==> src/rtl/memory_stage_if.sv <==
// Data-bus handshake between the memory stage (master) and the data memory (slave).
// Requests stay stable until addr_ok; data_ok marks completion and valid read data.
interface memory_stage_if;
   logic        dreq_valid;
   logic [63:0] dreq_addr;
   logic [1:0]  dreq_size;
   logic [7:0]  dreq_strobe;
   logic [63:0] dreq_data;
   logic        dresp_addr_ok;
   logic        dresp_data_ok;
   logic [63:0] dresp_data;

   modport master (
      output dreq_valid, dreq_addr, dreq_size, dreq_strobe, dreq_data,
      input  dresp_addr_ok, dresp_data_ok, dresp_data
   );

   modport slave (
      input  dreq_valid, dreq_addr, dreq_size, dreq_strobe, dreq_data,
      output dresp_addr_ok, dresp_data_ok, dresp_data
   );
endinterface

==> src/rtl/memory_stage.sv <==
// Memory pipeline stage: issues one data-bus access per load/store, formats load data,
// and hands a registered result to writeback. Non-memory ops pass through in one cycle.
module memory_stage #(
   parameter bit CHECK_ALIGN = 1'b1
) (
   input  logic                 clk,
   input  logic                 reset,
   input  logic                 in_valid,
   output logic                 in_ready,
   input  logic [63:0]          in_pc,
   input  logic [63:0]          in_alu,
   input  logic [63:0]          in_rs2,
   input  logic                 in_mem_read,
   input  logic                 in_mem_write,
   input  logic [1:0]           in_size,
   input  logic                 in_unsigned,
   memory_stage_if.master       dbus,
   output logic                 out_valid,
   input  logic                 out_ready,
   output logic [63:0]          out_pc,
   output logic [63:0]          out_result,
   output logic                 out_misalign
);

   typedef enum logic [1:0] {IDLE, REQ, WAIT, DONE} state_t;

   state_t      state_q, state_d;
   logic        dreq_valid_q, dreq_valid_d;
   logic [63:0] dreq_addr_q, dreq_addr_d;
   logic [1:0]  dreq_size_q, dreq_size_d;
   logic [7:0]  dreq_strobe_q, dreq_strobe_d;
   logic [63:0] dreq_data_q, dreq_data_d;
   logic [63:0] pc_q, pc_d;
   logic        uns_q, uns_d;
   logic        load_q, load_d;
   logic        out_valid_q, out_valid_d;
   logic [63:0] out_pc_q, out_pc_d;
   logic [63:0] out_result_q, out_result_d;
   logic        out_misalign_q, out_misalign_d;

   logic        accept;
   logic        is_mem_in;
   logic        misalign_in;
   logic        suppress_in;
   logic [7:0]  size_mask;
   logic [7:0]  strobe_in;
   logic [63:0] data_in;
   logic [63:0] raw;
   logic [63:0] load_val;
   logic        finish;

   assign in_ready  = (state_q == IDLE) && (!out_valid_q || out_ready);
   assign accept    = in_valid && in_ready;
   assign is_mem_in = in_mem_read || in_mem_write;

   always_comb begin
      misalign_in = 1'b0;
      size_mask   = 8'hFF;
      case (in_size)
         2'd0: size_mask = 8'h01;
         2'd1: begin size_mask = 8'h03; misalign_in = in_alu[0];     end
         2'd2: begin size_mask = 8'h0F; misalign_in = |in_alu[1:0];  end
         default: begin size_mask = 8'hFF; misalign_in = |in_alu[2:0]; end
      endcase
   end

   // With the check disabled the strobe simply loses lanes shifted past byte 7.
   assign suppress_in = CHECK_ALIGN && is_mem_in && misalign_in;
   assign strobe_in   = size_mask << in_alu[2:0];
   assign data_in     = in_rs2 << {in_alu[2:0], 3'b000};

   // Read data arrives unshifted; move the addressed lane down to bit 0.
   assign raw = dbus.dresp_data >> {dreq_addr_q[2:0], 3'b000};

   always_comb begin
      load_val = raw;
      case (dreq_size_q)
         2'd0: load_val = uns_q ? {56'd0, raw[7:0]}  : {{56{raw[7]}},  raw[7:0]};
         2'd1: load_val = uns_q ? {48'd0, raw[15:0]} : {{48{raw[15]}}, raw[15:0]};
         2'd2: load_val = uns_q ? {32'd0, raw[31:0]} : {{32{raw[31]}}, raw[31:0]};
         default: load_val = raw;
      endcase
   end

   always_comb begin
      state_d        = state_q;
      dreq_valid_d   = dreq_valid_q;
      dreq_addr_d    = dreq_addr_q;
      dreq_size_d    = dreq_size_q;
      dreq_strobe_d  = dreq_strobe_q;
      dreq_data_d    = dreq_data_q;
      pc_d           = pc_q;
      uns_d          = uns_q;
      load_d         = load_q;
      out_valid_d    = out_valid_q;
      out_pc_d       = out_pc_q;
      out_result_d   = out_result_q;
      out_misalign_d = out_misalign_q;
      finish         = 1'b0;

      case (state_q)
         IDLE: begin
            if (accept) begin
               pc_d          = in_pc;
               dreq_addr_d   = in_alu;
               dreq_size_d   = in_size;
               dreq_strobe_d = in_mem_write ? strobe_in : 8'h00;
               dreq_data_d   = data_in;
               uns_d         = in_unsigned;
               load_d        = in_mem_read;
               if (is_mem_in && !suppress_in) begin
                  state_d      = REQ;
                  dreq_valid_d = 1'b1;
                  out_valid_d  = 1'b0;
               end else begin
                  out_valid_d    = 1'b1;
                  out_pc_d       = in_pc;
                  out_result_d   = in_alu;
                  out_misalign_d = suppress_in;
               end
            end else if (out_ready) begin
               out_valid_d = 1'b0;
            end
         end
         REQ: begin
            // data_ok is only meaningful once the request has been accepted.
            if (dbus.dresp_addr_ok) begin
               dreq_valid_d = 1'b0;
               if (dbus.dresp_data_ok) finish = 1'b1;
               else                    state_d = WAIT;
            end
         end
         WAIT: begin
            if (dbus.dresp_data_ok) finish = 1'b1;
         end
         DONE: begin
            if (out_ready) begin
               state_d     = IDLE;
               out_valid_d = 1'b0;
            end
         end
         default: state_d = IDLE;
      endcase

      if (finish) begin
         state_d        = DONE;
         out_valid_d    = 1'b1;
         out_pc_d       = pc_q;
         out_result_d   = load_q ? load_val : dreq_addr_q;
         out_misalign_d = 1'b0;
      end
   end

   always_ff @(posedge clk) begin
      if (!reset) begin
         state_q        <= IDLE;
         dreq_valid_q   <= 1'b0;
         dreq_addr_q    <= '0;
         dreq_size_q    <= '0;
         dreq_strobe_q  <= '0;
         dreq_data_q    <= '0;
         pc_q           <= '0;
         uns_q          <= 1'b0;
         load_q         <= 1'b0;
         out_valid_q    <= 1'b0;
         out_pc_q       <= '0;
         out_result_q   <= '0;
         out_misalign_q <= 1'b0;
      end else begin
         state_q        <= state_d;
         dreq_valid_q   <= dreq_valid_d;
         dreq_addr_q    <= dreq_addr_d;
         dreq_size_q    <= dreq_size_d;
         dreq_strobe_q  <= dreq_strobe_d;
         dreq_data_q    <= dreq_data_d;
         pc_q           <= pc_d;
         uns_q          <= uns_d;
         load_q         <= load_d;
         out_valid_q    <= out_valid_d;
         out_pc_q       <= out_pc_d;
         out_result_q   <= out_result_d;
         out_misalign_q <= out_misalign_d;
      end
   end

   assign dbus.dreq_valid  = dreq_valid_q;
   assign dbus.dreq_addr   = dreq_addr_q;
   assign dbus.dreq_size   = dreq_size_q;
   assign dbus.dreq_strobe = dreq_strobe_q;
   assign dbus.dreq_data   = dreq_data_q;
   assign out_valid        = out_valid_q;
   assign out_pc           = out_pc_q;
   assign out_result       = out_result_q;
   assign out_misalign     = out_misalign_q;

endmodule

==> src/flat_wrapper.sv <==
// flat-port wrapper written by rule: the top's interface ports become plain ports
module memory_stage_flat 
#(
   parameter bit CHECK_ALIGN = 1'b1
)
  (clk, reset, in_valid, in_ready, in_pc, in_alu, in_rs2, in_mem_read, in_mem_write, in_size, in_unsigned, out_valid, out_ready, out_pc, out_result, out_misalign, dbus_dreq_valid, dbus_dreq_addr, dbus_dreq_size, dbus_dreq_strobe, dbus_dreq_data, dbus_dresp_addr_ok, dbus_dresp_data_ok, dbus_dresp_data);
  memory_stage_if dbus_i ();
  input  logic clk;
  input  logic reset;
  input  logic in_valid;
  output logic in_ready;
  input  logic [63:0] in_pc;
  input  logic [63:0] in_alu;
  input  logic [63:0] in_rs2;
  input  logic in_mem_read;
  input  logic in_mem_write;
  input  logic [1:0] in_size;
  input  logic in_unsigned;
  output logic out_valid;
  input  logic out_ready;
  output logic [63:0] out_pc;
  output logic [63:0] out_result;
  output logic out_misalign;
  output wire logic [$bits(dbus_i.dreq_valid)-1:0] dbus_dreq_valid;
  output wire logic [$bits(dbus_i.dreq_addr)-1:0] dbus_dreq_addr;
  output wire logic [$bits(dbus_i.dreq_size)-1:0] dbus_dreq_size;
  output wire logic [$bits(dbus_i.dreq_strobe)-1:0] dbus_dreq_strobe;
  output wire logic [$bits(dbus_i.dreq_data)-1:0] dbus_dreq_data;
  input wire logic [$bits(dbus_i.dresp_addr_ok)-1:0] dbus_dresp_addr_ok;
  input wire logic [$bits(dbus_i.dresp_data_ok)-1:0] dbus_dresp_data_ok;
  input wire logic [$bits(dbus_i.dresp_data)-1:0] dbus_dresp_data;
  assign dbus_dreq_valid = dbus_i.dreq_valid;
  assign dbus_dreq_addr = dbus_i.dreq_addr;
  assign dbus_dreq_size = dbus_i.dreq_size;
  assign dbus_dreq_strobe = dbus_i.dreq_strobe;
  assign dbus_dreq_data = dbus_i.dreq_data;
  assign dbus_i.dresp_addr_ok = dbus_dresp_addr_ok;
  assign dbus_i.dresp_data_ok = dbus_dresp_data_ok;
  assign dbus_i.dresp_data = dbus_dresp_data;
  memory_stage #(.CHECK_ALIGN(CHECK_ALIGN)) u_core (.clk(clk), .reset(reset), .in_valid(in_valid), .in_ready(in_ready), .in_pc(in_pc), .in_alu(in_alu), .in_rs2(in_rs2), .in_mem_read(in_mem_read), .in_mem_write(in_mem_write), .in_size(in_size), .in_unsigned(in_unsigned), .dbus(dbus_i), .out_valid(out_valid), .out_ready(out_ready), .out_pc(out_pc), .out_result(out_result), .out_misalign(out_misalign));
endmodule
==> config.mk <==
export PLATFORM = sky130hd
export DESIGN_NAME = memory_stage_flat
export DESIGN_NICKNAME = d
export VERILOG_FILES = /design/src/rtl/memory_stage_if.sv /design/src/rtl/memory_stage.sv /design/src/flat_wrapper.sv
export SDC_FILE = /design/constraint.sdc
export NUM_CORES = 1
export LEC_CHECK = 0
export ABC_CLOCK_PERIOD_IN_PS = 4700
export BUFFER_PORTS_ARGS = -buffer_cell sky130_fd_sc_hd__buf_2
export CELL_PAD_IN_SITES_DETAIL_PLACEMENT = 0
export CELL_PAD_IN_SITES_GLOBAL_PLACEMENT = 1
export CORE_ASPECT_RATIO = 0.7
export CORE_MARGIN = 4
export CORE_UTILIZATION = 40
export DETAILED_ROUTE_END_ITERATION = 12
export GPL_ROUTABILITY_DRIVEN = 1
export GPL_TIMING_DRIVEN = 1
export HOLD_SLACK_MARGIN = 0.02
export PLACE_DENSITY_LB_ADDON = 0.1
export SETUP_SLACK_MARGIN = 0.15
export SYNTH_ARGS = -nofsm -noshare
export SYNTH_HDL_FRONTEND = slang
export SYNTH_SLANG_ARGS = --single-unit
export TNS_END_PERCENT = 100
==> constraint.sdc <==
create_clock -name clk -period 4.7 [get_ports clk]
set_input_delay 0.47 -clock clk [delete_from_list [all_inputs] [get_ports clk]]
set_output_delay 0.47 -clock clk [all_outputs]
set_load 0.02 [all_outputs]
==> flow_metrics.tcl, run 1 <==
set metrics [dict create \
    r2r-end "u_core.out_result[52]$_SDFFE_PN0P_" \
    die_w_um 254 \
    start_util_pct 40.9 \
    met1_length_mm 31.6 \
    cts_buffer_depth 3 \
    outcome "finished, final reports clean" \
    grt_max_degree 194 \
    power_mw 11.0 \
    globalRoute.totalOverflow 0 \
    drtAntennaViolNets 0 \
    cts.sinks 337 \
    min_path_type "in -> reg" \
    period_share_pct 65.4 \
    track_usage_pct 29.3 \
    drc 0 \
    first_global_vias 16500 \
    cellLeakagePower_nw 8.75 \
    rows 62 \
    fin_skew_ns 0.0103 \
    synth_ff_type "dfxtp_1" \
    required_ns 5.06 \
    synthArstFlopShare_pct 0 \
    htree_num_levels 2 \
    ir_worst_vdd_mv 0.255 \
    port_buffers 536 \
    worstRegToRegCells 6 \
    netlist_instances 2061 \
    path_max_fanout 32 \
    finalSetupViolCount 0 \
    via_count 17500 \
    start_kind "flop" \
    period_needed_ns 3.07 \
    endpoint "u_core.out_result[52]$_SDFFE_PN0P_" \
    reg2reg_slack_ns 1.63 \
    dieArea_mm2 0.0458 \
    antenna_found_initial 11 \
    final_nets 2737 \
    relSlewSlack_pct 16.9 \
    die_y_um 180 \
    dp_hpwl_mm 49.7 \
    hold_start "in_unsigned" \
    io_pins 537 \
    area_delta_synth_final_pct 23.9 \
    routedWlPerCell_um 23.3 \
    fillers 4107 \
    cts_buffers 38 \
    yosysTopAreaCellShare_pct 39.8 \
    hold_buffers 0 \
    syn_area_per_cell_um2 8.22 \
    synthTopCellsByArea "dfxtp_1, nand2_1, mux2i_1" \
    cts.repair.resized 0 \
    postCtsSetupBuffers 0 \
    drv_cap 0 \
    setup-tns-final_ns 0 \
    synth_area_mm2 0.0169 \
    worstSkewPairLatency_ns 0.54 \
    grt_pass1_wl_mm 105 \
    core_area_mm2 0.0414 \
    synth_fp_nets 2333 \
    hold_violations 0 \
    drv_slew 0 \
    place.gp.congestion 0.945 \
    synth_cell_types 66 \
    grt_setup_unrepaired "no" \
    worstSetupPathType "reg -> reg" \
    met3_wirelength_mm 5.81 \
    r2r-start "u_core.dbus.dreq_addr[2]$_SDFFE_PN0P_" \
    clk_pin_slew_ns 0.06 \
    routed_wirelength_mm 70.8 \
    worstSetupEndpointType "flop" \
    first_pass_iters 6 \
    synth_edf_count 0 \
    synth_most_common_cell "nand2_1" \
    drt-initial-drc-count 1494 \
    synth_common_cells "nand2_1, dfxtp_1, a21oi_1, o21ai_0, nor2_1" \
    startpoint "u_core.dbus.dreq_addr[2]$_SDFFE_PN0P_" \
    topRoutingLayerUsed "met5" \
    viasPerCell 5.75 \
    synth_warnings 0 \
    ys_ff_latch 337 \
    cts-root-buf "clkbuf_16" \
    synth_largest_area_cell "dfxtp_1" \
    max_freq_ghz 0.325 \
    power_density_mw_per_mm2 522 \
    met2WireLength_mm 31.7 \
    ys_seq_area_share_pct 39.8 \
    cts_tree "built" \
    tightest_slew_ns 1.24 \
    critical_path_arrival_ns 3.44 \
    layout-drive-gt1-share_pct 28.6 \
]
layout by cell type, fill, tap and decap left out, types with 11 or more instances in the layout:
master and n:
nor2b_1 23, nor3_1 28, a211oi_1 32, a31oi_1 69, mux2i_1 122, mux4_2 48
a21oi_1 178, nand2_1 475, clkbuf_16 39, o22ai_1 44, a311oi_1 16, o21ai_0 138
a22oi_1 26, nor4_1 30, dfxtp_1 334, buf_2 535, o211ai_1 11, buf_4 23
nand2b_1 12, nor2_1 124
worst max-delay path: stages, from the launching register on:
cell and delay [ns]:
dfxtp_1 0.92, inv_2 0.40, a211oi_1 0.49, o41ai_4 0.12
buf_4 0.27, nor4_1 0.50, o22ai_1 0.17
worst min path at each step:
stage	end	slack, ns	cells after the start
after floorplan	u_core.pc_q[0]$_SDFFE_PN0P_	0.43	2
after global placement	u_core.pc_q[4]$_SDFFE_PN0P_	0.44	2
after detailed placement	u_core.pc_q[29]$_SDFFE_PN0P_	0.44	2
after CTS	u_core.uns_q$_SDFFE_PN0P_	0.15	3
after global routing	u_core.dbus.dreq_addr[7]$_SDFFE_PN0P_	0.16	3
final	u_core.uns_q$_SDFFE_PN0P_	0.17	3
sequential cells by signal, summed over array words and instances (netlist names), 2 cells and up:
signal and cells:
u_core.dbus.dreq_addr 64, u_core.out_result 64, u_core.dbus.dreq_data 64, u_core.out_pc 64, u_core.dbus.dreq_size 2, u_core.dbus.dreq_strobe 8
u_core.state_q 2, u_core.pc_q 64
where the power goes:
group	total, mW	internal (mW)	switching (mW)
registers	3.91	3.46	0.452
clock network	3.16	1.87	1.29
logic	3.89	1.31	2.59
total	11.0	6.63	4.33
metal layers:
layer,vias to the layer above,GRT usage (%)
met3,97,6.64
met5,-,0
met2,696,44.6
li1,8174,-
met1,8545,42.1
met4,6,7.85
area by class of cell:
type                            instances  area [µm²]  share of cell area [%]
Timing Repair Buffer                  560        2890                    13.8
Clock buffer                           52        1090                    5.21
Clock inverter                         15         209                   0.995
Sequential cell                       337        6750                    32.1
Multi-Input combinational cell       1515        9300                    44.3
Tap cell                              544         681                    3.24
Antenna cell                           10        25.0                   0.119
Inverter                               13        53.8                   0.256
stage by stage:
step	cells	util, %	cell area [µm²]	setup slack, ns	hold WS, ns
4_1_cts	3036	50.6	21000	1.67	0.148
6_report	3046	50.7	21000	1.63	0.172
3_3_place_gp	2969	47.5	19700	1.73	0.438
5_1_grt	3043	50.7	21000	1.38	0.159
3_5_place_dp	2969	47.5	19700	1.65	0.443
2_1_floorplan	2061	-	16900	2.67	0.433
logic make-up after synthesis:
group | Yosys count | synth area share (%)
adder cells (fa/ha/maj) | 5 | 0.369
multiplexers | 179 | 14.2
buffers and inverters | 209 | 5.57
AO/OA/AOI/OAI | 588 | 21.5
AND/OR/NAND/NOR | 743 | 18.6
flip-flops | 337 | 39.8
No activity file was read; power rests on OpenSTA's default activity.
==> run 2: changes to the inputs <==
ABC_AREA = 1   (was unset)
ABC_CLOCK_PERIOD_IN_PS = 3000   (was 4700)
CORE_UTILIZATION = 36   (was 40)
clock period = 3 ns   (was 4.7 ns; I/O delays follow)
==> run 2 against run 1 <==
  * Register-to-register slack worse by 1.2 ns
  * Die area up 13%
  * Utilization down 3.8 points
  * Sequential cell count unchanged
  * Clock power up 47%
  * Highest routed layer unchanged
  * Critical path depth up 5
  * Hold slack worse by 0.13 ns
  * Clock skew up 0.0061 ns
==> flow_metrics.tcl, run 2 <==
set metrics [dict create \
    syn_area_per_cell_um2 6.60 \
    drtAntennaViolNets 0 \
    layout-drive-gt1-share_pct 21.3 \
    synthArstFlopShare_pct 0 \
    routedWlPerCell_um 20.8 \
    cts_buffer_depth 3 \
    min_path_type "in -> reg" \
    core_area_mm2 0.0470 \
    ys_ff_latch 337 \
    cellLeakagePower_nw 10.5 \
    period_needed_ns 2.60 \
    relSlewSlack_pct 36.1 \
    start_kind "flop" \
    drc 0 \
    path_max_fanout 55 \
    start_util_pct 36.8 \
    grt_setup_unrepaired "no" \
    dp_hpwl_mm 55.0 \
    period_share_pct 86.5 \
    yosysTopAreaCellShare_pct 39.0 \
    drv_slew 0 \
    clk_pin_slew_ns 0.06 \
    dieArea_mm2 0.0517 \
    ys_seq_area_share_pct 39.0 \
    worstSetupEndpointType "flop" \
    ir_worst_vdd_mv 0.402 \
    finalSetupViolCount 0 \
    area_delta_synth_final_pct 27.4 \
    track_usage_pct 28.2 \
    routed_wirelength_mm 77.4 \
    final_common_cell "nand2_1" \
    synth_ff_type "dfxtp_1" \
    synth_common_cells "nand2_1, dfxtp_1, a21oi_1, o21ai_0" \
    grt_max_degree 156 \
    synth_most_common_cell "nand2_1" \
    rows 66 \
    met3_usage_pct 6.40 \
    final_nets 3351 \
    die_w_um 270 \
    cts.sinks 337 \
    fin_util_pct 46.9 \
    worstSkewPairLatency_ns 0.54 \
    drt-initial-drc-count 1826 \
    hold_violations 0 \
    drv_cap 0 \
    use_met1_pct 40.5 \
    io_pins 537 \
    synthTopCellsByArea "dfxtp_1, nand2_1, a21oi_1" \
    globalRoute.totalOverflow 0 \
    cts_buffers 38 \
    die_y_um 191 \
    power_density_mw_per_mm2 882 \
    required_ns 3.47 \
    fin_skew_ns 0.0163 \
    place.gp.congestion 0.963 \
    antenna_found_initial 15 \
    synth_cell_types 40 \
    cts-root-buf "clkbuf_16" \
    layout_common_cells "nand2_1, buf_2, dfxtp_1, a21oi_1, o21ai_0" \
    synth_fp_nets 2891 \
    outcome "finished, final reports clean" \
    tightest_slew_ns 0.958 \
    fillers 5023 \
    via_count 19800 \
    first_pass_iters 7 \
    critical_path_arrival_ns 3.07 \
    grt_pass1_wl_mm 115 \
    port_buffers 536 \
    synth_area_mm2 0.0173 \
    synth_warnings 0 \
    netlist_instances 2619 \
    viasPerCell 5.33 \
    setup-tns-final_ns 0 \
    synth_largest_area_cell "dfxtp_1" \
    max_freq_ghz 0.385 \
    synth_edf_count 0 \
    worstSetupPathType "reg -> reg" \
    htree_num_levels 2 \
    grt.busiest_layer "met2" \
    grtUsageMet2_pct 43.0 \
    cts_tree "built" \
    first_global_vias 18400 \
]
[run 2: cell count changes after synthesis, sizes merged, moves of 43 or more]
cell	previous run	this run
a21oi	178	283
buf	73	117
inv	12	149
mux2i	122	23
mux4	48	0
nand2	476	868
nand3	9	141
o21ai	142	235
o22ai	45	2
[run 2: final cells by class]
type / count / area (µm²) / share of cell area, %
multi-input cells: 1913 / 9000 / 40.8
clock buffers: 53 / 1110 / 5.03
flip-flops and latches: 337 / 6750 / 30.6
inverters: 151 / 582 / 2.64
clock inverters: 9 / 92.6 / 0.420
well taps: 612 / 766 / 3.48
diodes: 10 / 25.0 / 0.114
repair buffers: 638 / 3710 / 16.8
[run 2: cell families after synthesis]
family / Yosys count / synth area share, %
AOI/OAI and AO/OA: 708 / 22.7
adders and majority gates: 5 / 0.362
buffers and inverters: 369 / 9.19
DFF: 337 / 39.0
muxes: 23 / 1.33
and+or+nand+nor: 1177 / 27.4
[run 2: worst max-delay path: stages (launching register included)]
cell,delay (ns)
dfxtp_1,0.35
inv_1,0.11
ha_1,0.26
inv_2,0.06
nor2_4,0.17
nand2_8,0.18
inv_4,0.24
nand2_2,0.14
nand2_8,0.33
buf_4,0.35
o21ai_0,0.14
a21oi_1,0.13
[run 2: path summary, 6_finish.rpt]
| path | end | slack, ns | startpoint | depth (start not counted) |
|---|---|---|---|---|
| max | u_core.out_result[33]$_SDFFE_PN0P_ | 0.40 | u_core.state_q[0]$_SDFFE_PN0P_ | 11 |
| min | u_core.pc_q[25]$_SDFFE_PN0P_ | 0.04 | in_pc[25] | 3 |
| max reg2reg | u_core.out_result[33]$_SDFFE_PN0P_ | 0.40 | u_core.state_q[0]$_SDFFE_PN0P_ | 11 |
| min reg2reg | u_core.dbus.dreq_strobe[2]$_SDFFE_PN0P_ | 0.46 | u_core.dbus.dreq_strobe[2]$_SDFFE_PN0P_ | 2 |
[run 2: what timing repair did]
item,CTS,global route
hold buffers,59,0
resized for setup,0,0
hold endpoints to repair,78,0
setup buffers,0,0
[run 2: per-stage QoR]
| step | instances | hold WS [ns] | setup WS (ns) | cell area, µm² | total power, mW |
|---|---|---|---|---|---|
| after global routing | 3720 | 0.0307 | 0.177 | 22000 | 20.5 |
| after detailed placement | 3592 | 0.455 | 0.408 | 20200 | 14.7 |
| after floorplan | 2619 | 0.444 | 1.21 | 17300 | 11.6 |
| after global placement | 3592 | 0.450 | 0.521 | 20200 | 14.7 |
| after CTS | 3713 | 0.0206 | 0.397 | 22000 | 19.5 |
| final | 3723 | 0.0424 | 0.405 | 22000 | 19.4 |
[run 2: where the power goes]
group	total, mW	switching (mW)	internal [mW]
combinational	8.37	5.96	2.40
sequential	6.41	0.741	5.67
clock	4.66	1.99	2.67
[run 2: routing by layer]
layer  part of all wire, %  vias up
met2                    44      804
met1                    46     9247
met3                   8.4      101
met5                 0.050        -
met4                   2.2        6
li1                      -     9670
